$ cat config.mk
export PLATFORM = sky130hd
export DESIGN_NAME = temp_to_celsius_flat
export DESIGN_NICKNAME = d
export VERILOG_FILES = /design/src/rtl/temp_conv_pkg.sv /design/src/rtl/temp_to_celsius_if.sv /design/src/rtl/temp_div_const.sv /design/src/rtl/temp_to_celsius.sv /design/src/flat_wrapper.sv
export SDC_FILE = /design/constraint.sdc
export NUM_CORES = 1
export LEC_CHECK = 0
export CAP_MARGIN = 20
export CORE_MARGIN = 2
export CORE_UTILIZATION = 40
export CTS_CLUSTER_DIAMETER = 50
export DETAILED_ROUTE_END_ITERATION = 10
export MAX_ROUTING_LAYER = met4
export PLACE_DENSITY_LB_ADDON = 0.1
export RECOVER_POWER = 100
export SLEW_MARGIN = 0
export SYNTH_ARGS = -nofsm -noshare
export SYNTH_HDL_FRONTEND = slang
export SYNTH_SLANG_ARGS = --single-unit
$ cat constraint.sdc
create_clock -name clk -period 2.8 [get_ports clk]
set_clock_uncertainty 0.05 [all_clocks]
set_input_delay 0.28 -clock clk [delete_from_list [all_inputs] [get_ports clk]]
set_output_delay 0.28 -clock clk [all_outputs]
set_load 0.03 [all_outputs]
$ cat src/rtl/temp_conv_pkg.sv
// ---------------------------------------------------------------------------
// temp_conv_pkg
// Shared definitions for the temperature converters. The forward converter
// (C -> C/F/K) uses this package, and so does the inverse converter
// temp_to_celsius.
//   scale_e      : source/target scale encoding, which matches the 2-bit sel input
//   conv_state_e : converter FSM states
//   K_OFS/F_OFS  : additive offsets of the board K and F scales
//   F_NUM/F_DEN  : F scale ratio (C = (F - F_OFS) * F_NUM / F_DEN)
//   sel_onehot   : LED[2:0] encoding of a scale (invalid scale gives 000)
// ---------------------------------------------------------------------------
package temp_conv_pkg;

   typedef enum logic [1:0] {
      SC_C   = 2'b00,
      SC_F   = 2'b01,
      SC_K   = 2'b10,
      SC_INV = 2'b11
   } scale_e;

   typedef enum logic [1:0] {
      IDLE = 2'b00,
      PREP = 2'b01,
      CALC = 2'b10,
      DONE = 2'b11
   } conv_state_e;

   localparam int K_OFS = 3;
   localparam int F_OFS = 2;
   localparam int F_NUM = 8;
   localparam int F_DEN = 5;

   function automatic logic [2:0] sel_onehot(input scale_e s);
      logic [2:0] oh;
      oh = 3'b000;
      case (s)
         SC_C:    oh = 3'b001;
         SC_F:    oh = 3'b010;
         SC_K:    oh = 3'b100;
         default: oh = 3'b000;
      endcase
      return oh;
   endfunction

endpackage

$ cat src/rtl/temp_to_celsius_if.sv
// ---------------------------------------------------------------------------
// temp_to_celsius_if
// Operand/result bundle of the inverse temperature converter.
//   X      : input temperature in source scale (W bits)
//   sel    : source scale (00 C, 01 F, 10 K, 11 invalid)
//   ld, st : operand capture / start conversion
//   C_out  : Celsius result (W bits), plus busy/done/err/sat status
//   LED    : 8-bit board self-check display
// master drives the operands, and slave (the converter) drives the results.
// ---------------------------------------------------------------------------
interface temp_to_celsius_if #(
   parameter int W = 4
);

   logic [W-1:0] X;
   logic [1:0]   sel;
   logic         ld;
   logic         st;
   logic [W-1:0] C_out;
   logic         busy;
   logic         done;
   logic         err;
   logic         sat;
   logic [7:0]   LED;

   modport master (
      output X, sel, ld, st,
      input  C_out, busy, done, err, sat, LED
   );

   modport slave (
      input  X, sel, ld, st,
      output C_out, busy, done, err, sat, LED
   );

endinterface

$ cat src/rtl/temp_div_const.sv
// ---------------------------------------------------------------------------
// temp_div_const
// Restoring divider by the constant F_DEN. It produces one quotient bit per step.
//   clk, clr_n : clock, asynchronous active-low reset
//   load       : capture dividend and clear the partial remainder
//   dividend   : DW-bit dividend
//   step       : perform one restoring iteration
//   quot       : quotient register value after the current step, so that the
//                final step's result is visible on the edge that performs it
// The caller decides how many steps to run (DW steps give the full quotient).
// ---------------------------------------------------------------------------
module temp_div_const
   import temp_conv_pkg::*;
#(
   parameter int DW = 7
) (
   input  logic          clk,
   input  logic          clr_n,
   input  logic          load,
   input  logic [DW-1:0] dividend,
   input  logic          step,
   output logic [DW-1:0] quot
);

   // The remainder stays below F_DEN. The trial value 2*rem+1 needs one more bit.
   localparam int RW = $clog2(2 * F_DEN);

   logic [RW-1:0] rem_q;
   logic [RW-1:0] rem_nxt;
   logic [RW-1:0] trial;
   logic          fits;
   logic [DW-1:0] dvd_q;

   // Shift the next dividend bit into the remainder. Then subtract the divisor
   // only when it fits. The dividend register fills with quotient bits from
   // the right as its own bits shift out.
   always_comb begin
      trial   = {rem_q[RW-2:0], dvd_q[DW-1]};
      fits    = (trial >= RW'(F_DEN));
      rem_nxt = fits ? (trial - RW'(F_DEN)) : trial;
      quot    = {dvd_q[DW-2:0], fits};
   end

   always_ff @(posedge clk or negedge clr_n) begin
      if (!clr_n) begin
         rem_q <= '0;
         dvd_q <= '0;
      end else if (load) begin
         rem_q <= '0;
         dvd_q <= dividend;
      end else if (step) begin
         rem_q <= rem_nxt;
         dvd_q <= quot;
      end
   end

endmodule

$ cat src/rtl/temp_to_celsius.sv
// ---------------------------------------------------------------------------
// temp_to_celsius
// Converts a board-scale C, F or K reading to Celsius. C and K take the short
// path through PREP. F runs W+3 cycles on the restoring divider.
//   clk   : system clock, rising edge
//   clr_n : asynchronous active-low reset
//   bus   : temp_to_celsius_if.slave (X, sel, ld, st in; C_out, busy, done,
//           err, sat, LED out)
// Parameters: W data width; GT_THRESH is the threshold at which LED[7] lights.
// ---------------------------------------------------------------------------
module temp_to_celsius
   import temp_conv_pkg::*;
#(
   parameter int W         = 4,
   parameter int GT_THRESH = 10
) (
   input logic              clk,
   input logic              clr_n,
   temp_to_celsius_if.slave bus
);

   localparam int IW = W + 3;
   localparam int CW = $clog2(IW);
   localparam logic [IW-1:0] C_MAX = IW'((1 << W) - 1);

   conv_state_e   state_q, state_d;
   logic [W-1:0]  op_x_q;
   scale_e        op_sel_q;
   logic [CW-1:0] cnt_q;

   logic [W-1:0]  ofs;
   logic          bad_sel;
   logic          underflow;
   logic          conv_err;
   logic [W-1:0]  diff;
   logic [IW-1:0] dividend;
   logic [IW-1:0] quot;

   logic          div_load;
   logic          div_step;
   logic          res_upd;
   logic [W-1:0]  res_val;
   logic          res_err;
   logic          res_sat;

   logic [W-1:0]  c_out_q;
   logic          err_q;
   logic          sat_q;
   logic          gt_q;
   logic [2:0]    led_sel_q;

   // Remove the source-scale offset from the captured operand. A reading
   // below the offset has no valid Celsius value.
   always_comb begin
      ofs     = '0;
      bad_sel = 1'b0;
      case (op_sel_q)
         SC_C:    ofs = '0;
         SC_F:    ofs = W'(F_OFS);
         SC_K:    ofs = W'(K_OFS);
         default: bad_sel = 1'b1;
      endcase
      underflow = (op_x_q < ofs);
      conv_err  = bad_sel | underflow;
      diff      = op_x_q - ofs;
      dividend  = IW'(diff) * IW'(F_NUM);
   end

   temp_div_const #(
      .DW(IW)
   ) u_div (
      .clk      (clk),
      .clr_n    (clr_n),
      .load     (div_load),
      .dividend (dividend),
      .step     (div_step),
      .quot     (quot)
   );

   // State register and CALC iteration counter. The counter loads on PREP->CALC
   // and the last step runs in the cycle where it reads zero.
   always_ff @(posedge clk or negedge clr_n) begin
      if (!clr_n) begin
         state_q <= IDLE;
         cnt_q   <= '0;
      end else begin
         state_q <= state_d;
         if (div_load) begin
            cnt_q <= CW'(IW - 1);
         end else if (state_q == CALC && cnt_q != '0) begin
            cnt_q <= cnt_q - 1'b1;
         end
      end
   end

   // Next state plus the result that is written on the edge entering DONE.
   // The short paths write their result straight from PREP. F writes on the
   // last CALC edge using the divider's final-step quotient.
   always_comb begin
      state_d  = state_q;
      div_load = 1'b0;
      div_step = 1'b0;
      res_upd  = 1'b0;
      res_val  = '0;
      res_err  = 1'b0;
      res_sat  = 1'b0;
      case (state_q)
         IDLE: begin
            if (bus.st) state_d = PREP;
         end
         PREP: begin
            if (conv_err) begin
               state_d = DONE;
               res_upd = 1'b1;
               res_err = 1'b1;
            end else if (op_sel_q == SC_F) begin
               state_d  = CALC;
               div_load = 1'b1;
            end else begin
               state_d = DONE;
               res_upd = 1'b1;
               res_val = diff;
            end
         end
         CALC: begin
            div_step = 1'b1;
            if (cnt_q == '0) begin
               state_d = DONE;
               res_upd = 1'b1;
               if (quot > C_MAX) begin
                  res_val = C_MAX[W-1:0];
                  res_sat = 1'b1;
               end else begin
                  res_val = quot[W-1:0];
               end
            end
         end
         DONE: begin
            state_d = IDLE;
         end
         default: begin
            state_d = IDLE;
         end
      endcase
   end

   // Operand capture happens only in IDLE. When ld and st occur in the same
   // cycle, PREP sees the freshly loaded values because both take effect on
   // one edge.
   always_ff @(posedge clk or negedge clr_n) begin
      if (!clr_n) begin
         op_x_q    <= '0;
         op_sel_q  <= SC_C;
         led_sel_q <= 3'b000;
      end else if (state_q == IDLE && bus.ld) begin
         op_x_q    <= bus.X;
         op_sel_q  <= scale_e'(bus.sel);
         led_sel_q <= sel_onehot(scale_e'(bus.sel));
      end
   end

   // The result and its flags, including the LED threshold bit, are held
   // until the next entry into DONE.
   always_ff @(posedge clk or negedge clr_n) begin
      if (!clr_n) begin
         c_out_q <= '0;
         err_q   <= 1'b0;
         sat_q   <= 1'b0;
         gt_q    <= 1'b0;
      end else if (res_upd) begin
         c_out_q <= res_val;
         err_q   <= res_err;
         sat_q   <= res_sat;
         gt_q    <= (res_val > W'(GT_THRESH));
      end
   end

   assign bus.C_out = c_out_q;
   assign bus.err   = err_q;
   assign bus.sat   = sat_q;
   assign bus.busy  = (state_q != IDLE);
   assign bus.done  = (state_q == DONE);
   assign bus.LED   = {gt_q, c_out_q[3:0], led_sel_q};

endmodule
$ cat src/flat_wrapper.sv
// flat-port wrapper written by rule: the top's interface ports become plain ports
module temp_to_celsius_flat import temp_conv_pkg::*;
#(
   parameter int W         = 4,
   parameter int GT_THRESH = 10
)
  (clk, clr_n, bus_X, bus_sel, bus_ld, bus_st, bus_C_out, bus_busy, bus_done, bus_err, bus_sat, bus_LED);
  temp_to_celsius_if #(.W(W)) bus_i ();
  input logic clk;
  input logic clr_n;
  input wire logic [$bits(bus_i.X)-1:0] bus_X;
  input wire logic [$bits(bus_i.sel)-1:0] bus_sel;
  input wire logic [$bits(bus_i.ld)-1:0] bus_ld;
  input wire logic [$bits(bus_i.st)-1:0] bus_st;
  output wire logic [$bits(bus_i.C_out)-1:0] bus_C_out;
  output wire logic [$bits(bus_i.busy)-1:0] bus_busy;
  output wire logic [$bits(bus_i.done)-1:0] bus_done;
  output wire logic [$bits(bus_i.err)-1:0] bus_err;
  output wire logic [$bits(bus_i.sat)-1:0] bus_sat;
  output wire logic [$bits(bus_i.LED)-1:0] bus_LED;
  assign bus_i.X = bus_X;
  assign bus_i.sel = bus_sel;
  assign bus_i.ld = bus_ld;
  assign bus_i.st = bus_st;
  assign bus_C_out = bus_i.C_out;
  assign bus_busy = bus_i.busy;
  assign bus_done = bus_i.done;
  assign bus_err = bus_i.err;
  assign bus_sat = bus_i.sat;
  assign bus_LED = bus_i.LED;
  temp_to_celsius #(.W(W), .GT_THRESH(GT_THRESH)) u_core (.clk(clk), .clr_n(clr_n), .bus(bus_i));
endmodule
==> impl_metrics.toml <==
[yosys]
synthMuxAreaShare_pct = 6.823
syn-cell-area_mm2 = 0.001760
synthArstFlopShare_pct = 100.0
syn_area_per_cell_um2 = 10.24
synth_xor_xnor_area_share_pct = 1.990
synthSimpleGateAreaFrac_pct = 13.72
netlist.area_leader.share_pct = 44.07
synth_flop_cell = "dfrtp_1"
synth_top_area_cell = "dfrtp_1"
ys_ff_latch = 31
synth_compound_area_share_pct = 15.35
seq_area_frac_synth_pct = 44.07
synth.distinct_cells = 44
synth_adder_area_share_pct = 11.09
synth_top_family_by_area = "compound AO/OA/AOI/OAI gates"
ys_warn_count = 0
synth_fp_nets = 197
synth.most_common_cell = "dfrtp_1"
synthTopCellsByArea = "dfrtp_1 (44%), ha_1 (10%), mux2_2 (4.5%)"
synthTopCellsByCount = "dfrtp_1 (31), nand2_1 (18), inv_1 (16)"
synth_edf_count = 0
syn_inst = 172

[finish]
final_util_pct = 49.21
antenna_cells = 0
area_growth_pct = 20.04
nets = 223
finalInstanceArea_mm2 = 0.002113
drive_gt1_share_pct = 10.61

[routing]
drtPass1Iterations = 4
dr_total_vias = 1256
drtIter0Drc = 81
viasPerCell = 5.024
route.detailed.drc = 0
ant_nets = 0
wl_per_cell_um = 13.39
drt_wl_total_um = 3348

[power_and_ir_drop]
cellLeakagePower_nw = 0.9802
powerDensity_mw_per_mm2 = 1257
ir_drop_mv = 0.5379

[floorplanning]
rows = 24
die_area_mm2 = 0.004948
ios = 26
start_util_pct = 41.00
dieHeight_um = 70.34
coreArea_mm2 = 0.004294
die_x_um = 70.34

[grt]
grt_use_total_pct = 15.50
antenna_found_initial = 0
grt_pass1_vias = 1253
grt_pass1_wl_um = 5858
grt-ovfl-total = 0
grt_max_degree = 32

[clocking]
root_buffer = "clkbuf_8"
clk_pin_slew_ns = 0.07
cts.path.max_buffers = 2
cts_htree_levels = 2
numCtsBuffers = 5
ctsHoldBuffers = 0
cts_tree = "built"
clk_latency_ns = 0.28
cts_sinks = 31
post_cts_buffers = 0
cts_resized = 0

[placement]
portBuffers = 25
placed_cell_area_mm2 = 0.002051
dp_hpwl_um = 2548
gp_congestion = 0.7362

[sta]
drv_slew = 32
finalSetupTns_ns = 0
setup_viol = 0
worst_pin_slew_ns = 1.667
max_clock_freq_mhz = 377.8
post-route-period-util_pct = 94.54
hold_violations = 0
fin_crit_ns = 2.647
slew-limit-headroom_pct = -11.13
rsz0062_at_grt = "false"

[setup_path]
crit_path_cell_trace = "inv_1, ha_1, ha_1, fa_1, nor3b_1, or4b_4, o22ai_1, a31oi_1, o31ai_2"
end_kind = "register"
max_stage_delay_ns = 0.51
cp_slowest_cell = "or4b_4"
cp_common_cell = "ha_1"
critPathTopFamily = "adder cells"
critPathKind = "register to register"
cp_num_buf_inv = 1
critical_path_required_ns = 2.95
critPathArrivalTime_ns = 2.79
path_max_fanout = 4
cp-start-kind = "register"

[job]
maxCapViolCount = 1

[worst_hold_path]
hold_path_class = "register to register"

[status]
status = "finished with violations"
violations = "capacitance limit, slew limit"
kinds of logic after synthesis:
family | after synthesis
buf+inv | 27
compound gates | 38
mux | 11
fa+ha+maj | 15
simple gates | 46
flops | 31
xor+xnor | 4
worst reg2reg max path, delay by kind of cell, from the launching register on:
kind | cells | cell delay [ns]
flops | 1 | 0.39
fa+ha+maj | 3 | 0.87
compound gates | 3 | 0.51
simple gates | 2 | 0.70
buf+inv | 1 | 0.06
report_power, final:
part           switching [W]  internal [W]
clock network       0.000159      0.000193
registers           0.000153      0.000653
logic               0.000861      0.000638
path summary, 6_finish.rpt:
path,from,endpoint,slack (ns),cells past startpoint
min in group asynchronous,clr_n,u_core.u_div.dvd_q[0],0.91,2
setup reg to reg,u_core.op_sel_q[0],u_core.gt_q,0.15,9
max in group asynchronous,clr_n,u_core.cnt_q[0],0.82,2
hold / removal,u_core.led_sel_q[1],u_core.led_sel_q[1],0.43,2
hold reg to reg,u_core.led_sel_q[1],u_core.led_sel_q[1],0.43,2
setup / recovery,u_core.op_sel_q[0],u_core.gt_q,0.15,9
layout by cell type (no fill, tap or decap), drive strengths merged, types with 2 or more instances in the layout:
master,synthesis,final
a211oi,6,6
a21oi,9,9
clkbuf,5,10
clkdlybuf4s50,0,8
dfrtp,31,31
dlygate4sd3,0,17
ha,14,14
inv,16,16
mux2,8,8
mux2i,3,3
nand2,18,18
nand2b,4,4
nand3,2,2
nor2,10,10
nor2b,3,3
nor3b,3,3
o21ai,9,9
o22ai,2,2
o31ai,2,2
xnor2,4,4
metrics by stage:
step | std cells | setup WS [ns] | total power [W] | hold slack [ns]
after floorplan | 172 | 0.3503 | 0.001954 | -0.06559
after global placement | 243 | 0.2686 | 0.002362 | 0.4158
after detailed placement | 243 | 0.1557 | 0.002402 | 0.4294
after CTS | 250 | 0.1392 | 0.002764 | 0.3522
after global routing | 250 | 0.02310 | 0.002896 | 0.4739
final | 250 | 0.1529 | 0.002657 | 0.4297
flip-flops by register name (all words and copies together) (netlist names):
register / flops
u_core.u_div.dvd_q: 7
u_core.bus.C_out: 4
u_core.op_x_q: 4
u_core.cnt_q: 3
u_core.led_sel_q: 3
u_core.u_div.rem_q: 3
u_core.op_sel_q: 2
u_core.state_q: 2
u_core.bus.err: 1
u_core.bus.sat: 1
u_core.gt_q: 1
layout make-up:
| class | count | area [um2] |
|---|---|---|
| well taps | 52 | 65.06 |
| multi-input cells | 114 | 850.8 |
| flip-flops and latches | 31 | 775.7 |
| fillers | 415 | 2181 |
| repair buffers | 30 | 274.0 |
| inverters | 16 | 60.06 |
| clock inverters | 1 | 5.005 |
| clock buffers | 6 | 82.58 |
metal layers:
metal	track usage [%]	wire (um)	share of wire [%]
met5	-	0	0
met4	5.128	49	1.5
met3	4.473	153	4.6
met2	24.53	1606	48
met1	19.06	1539	46
Power figures use the tool's default switching activity.
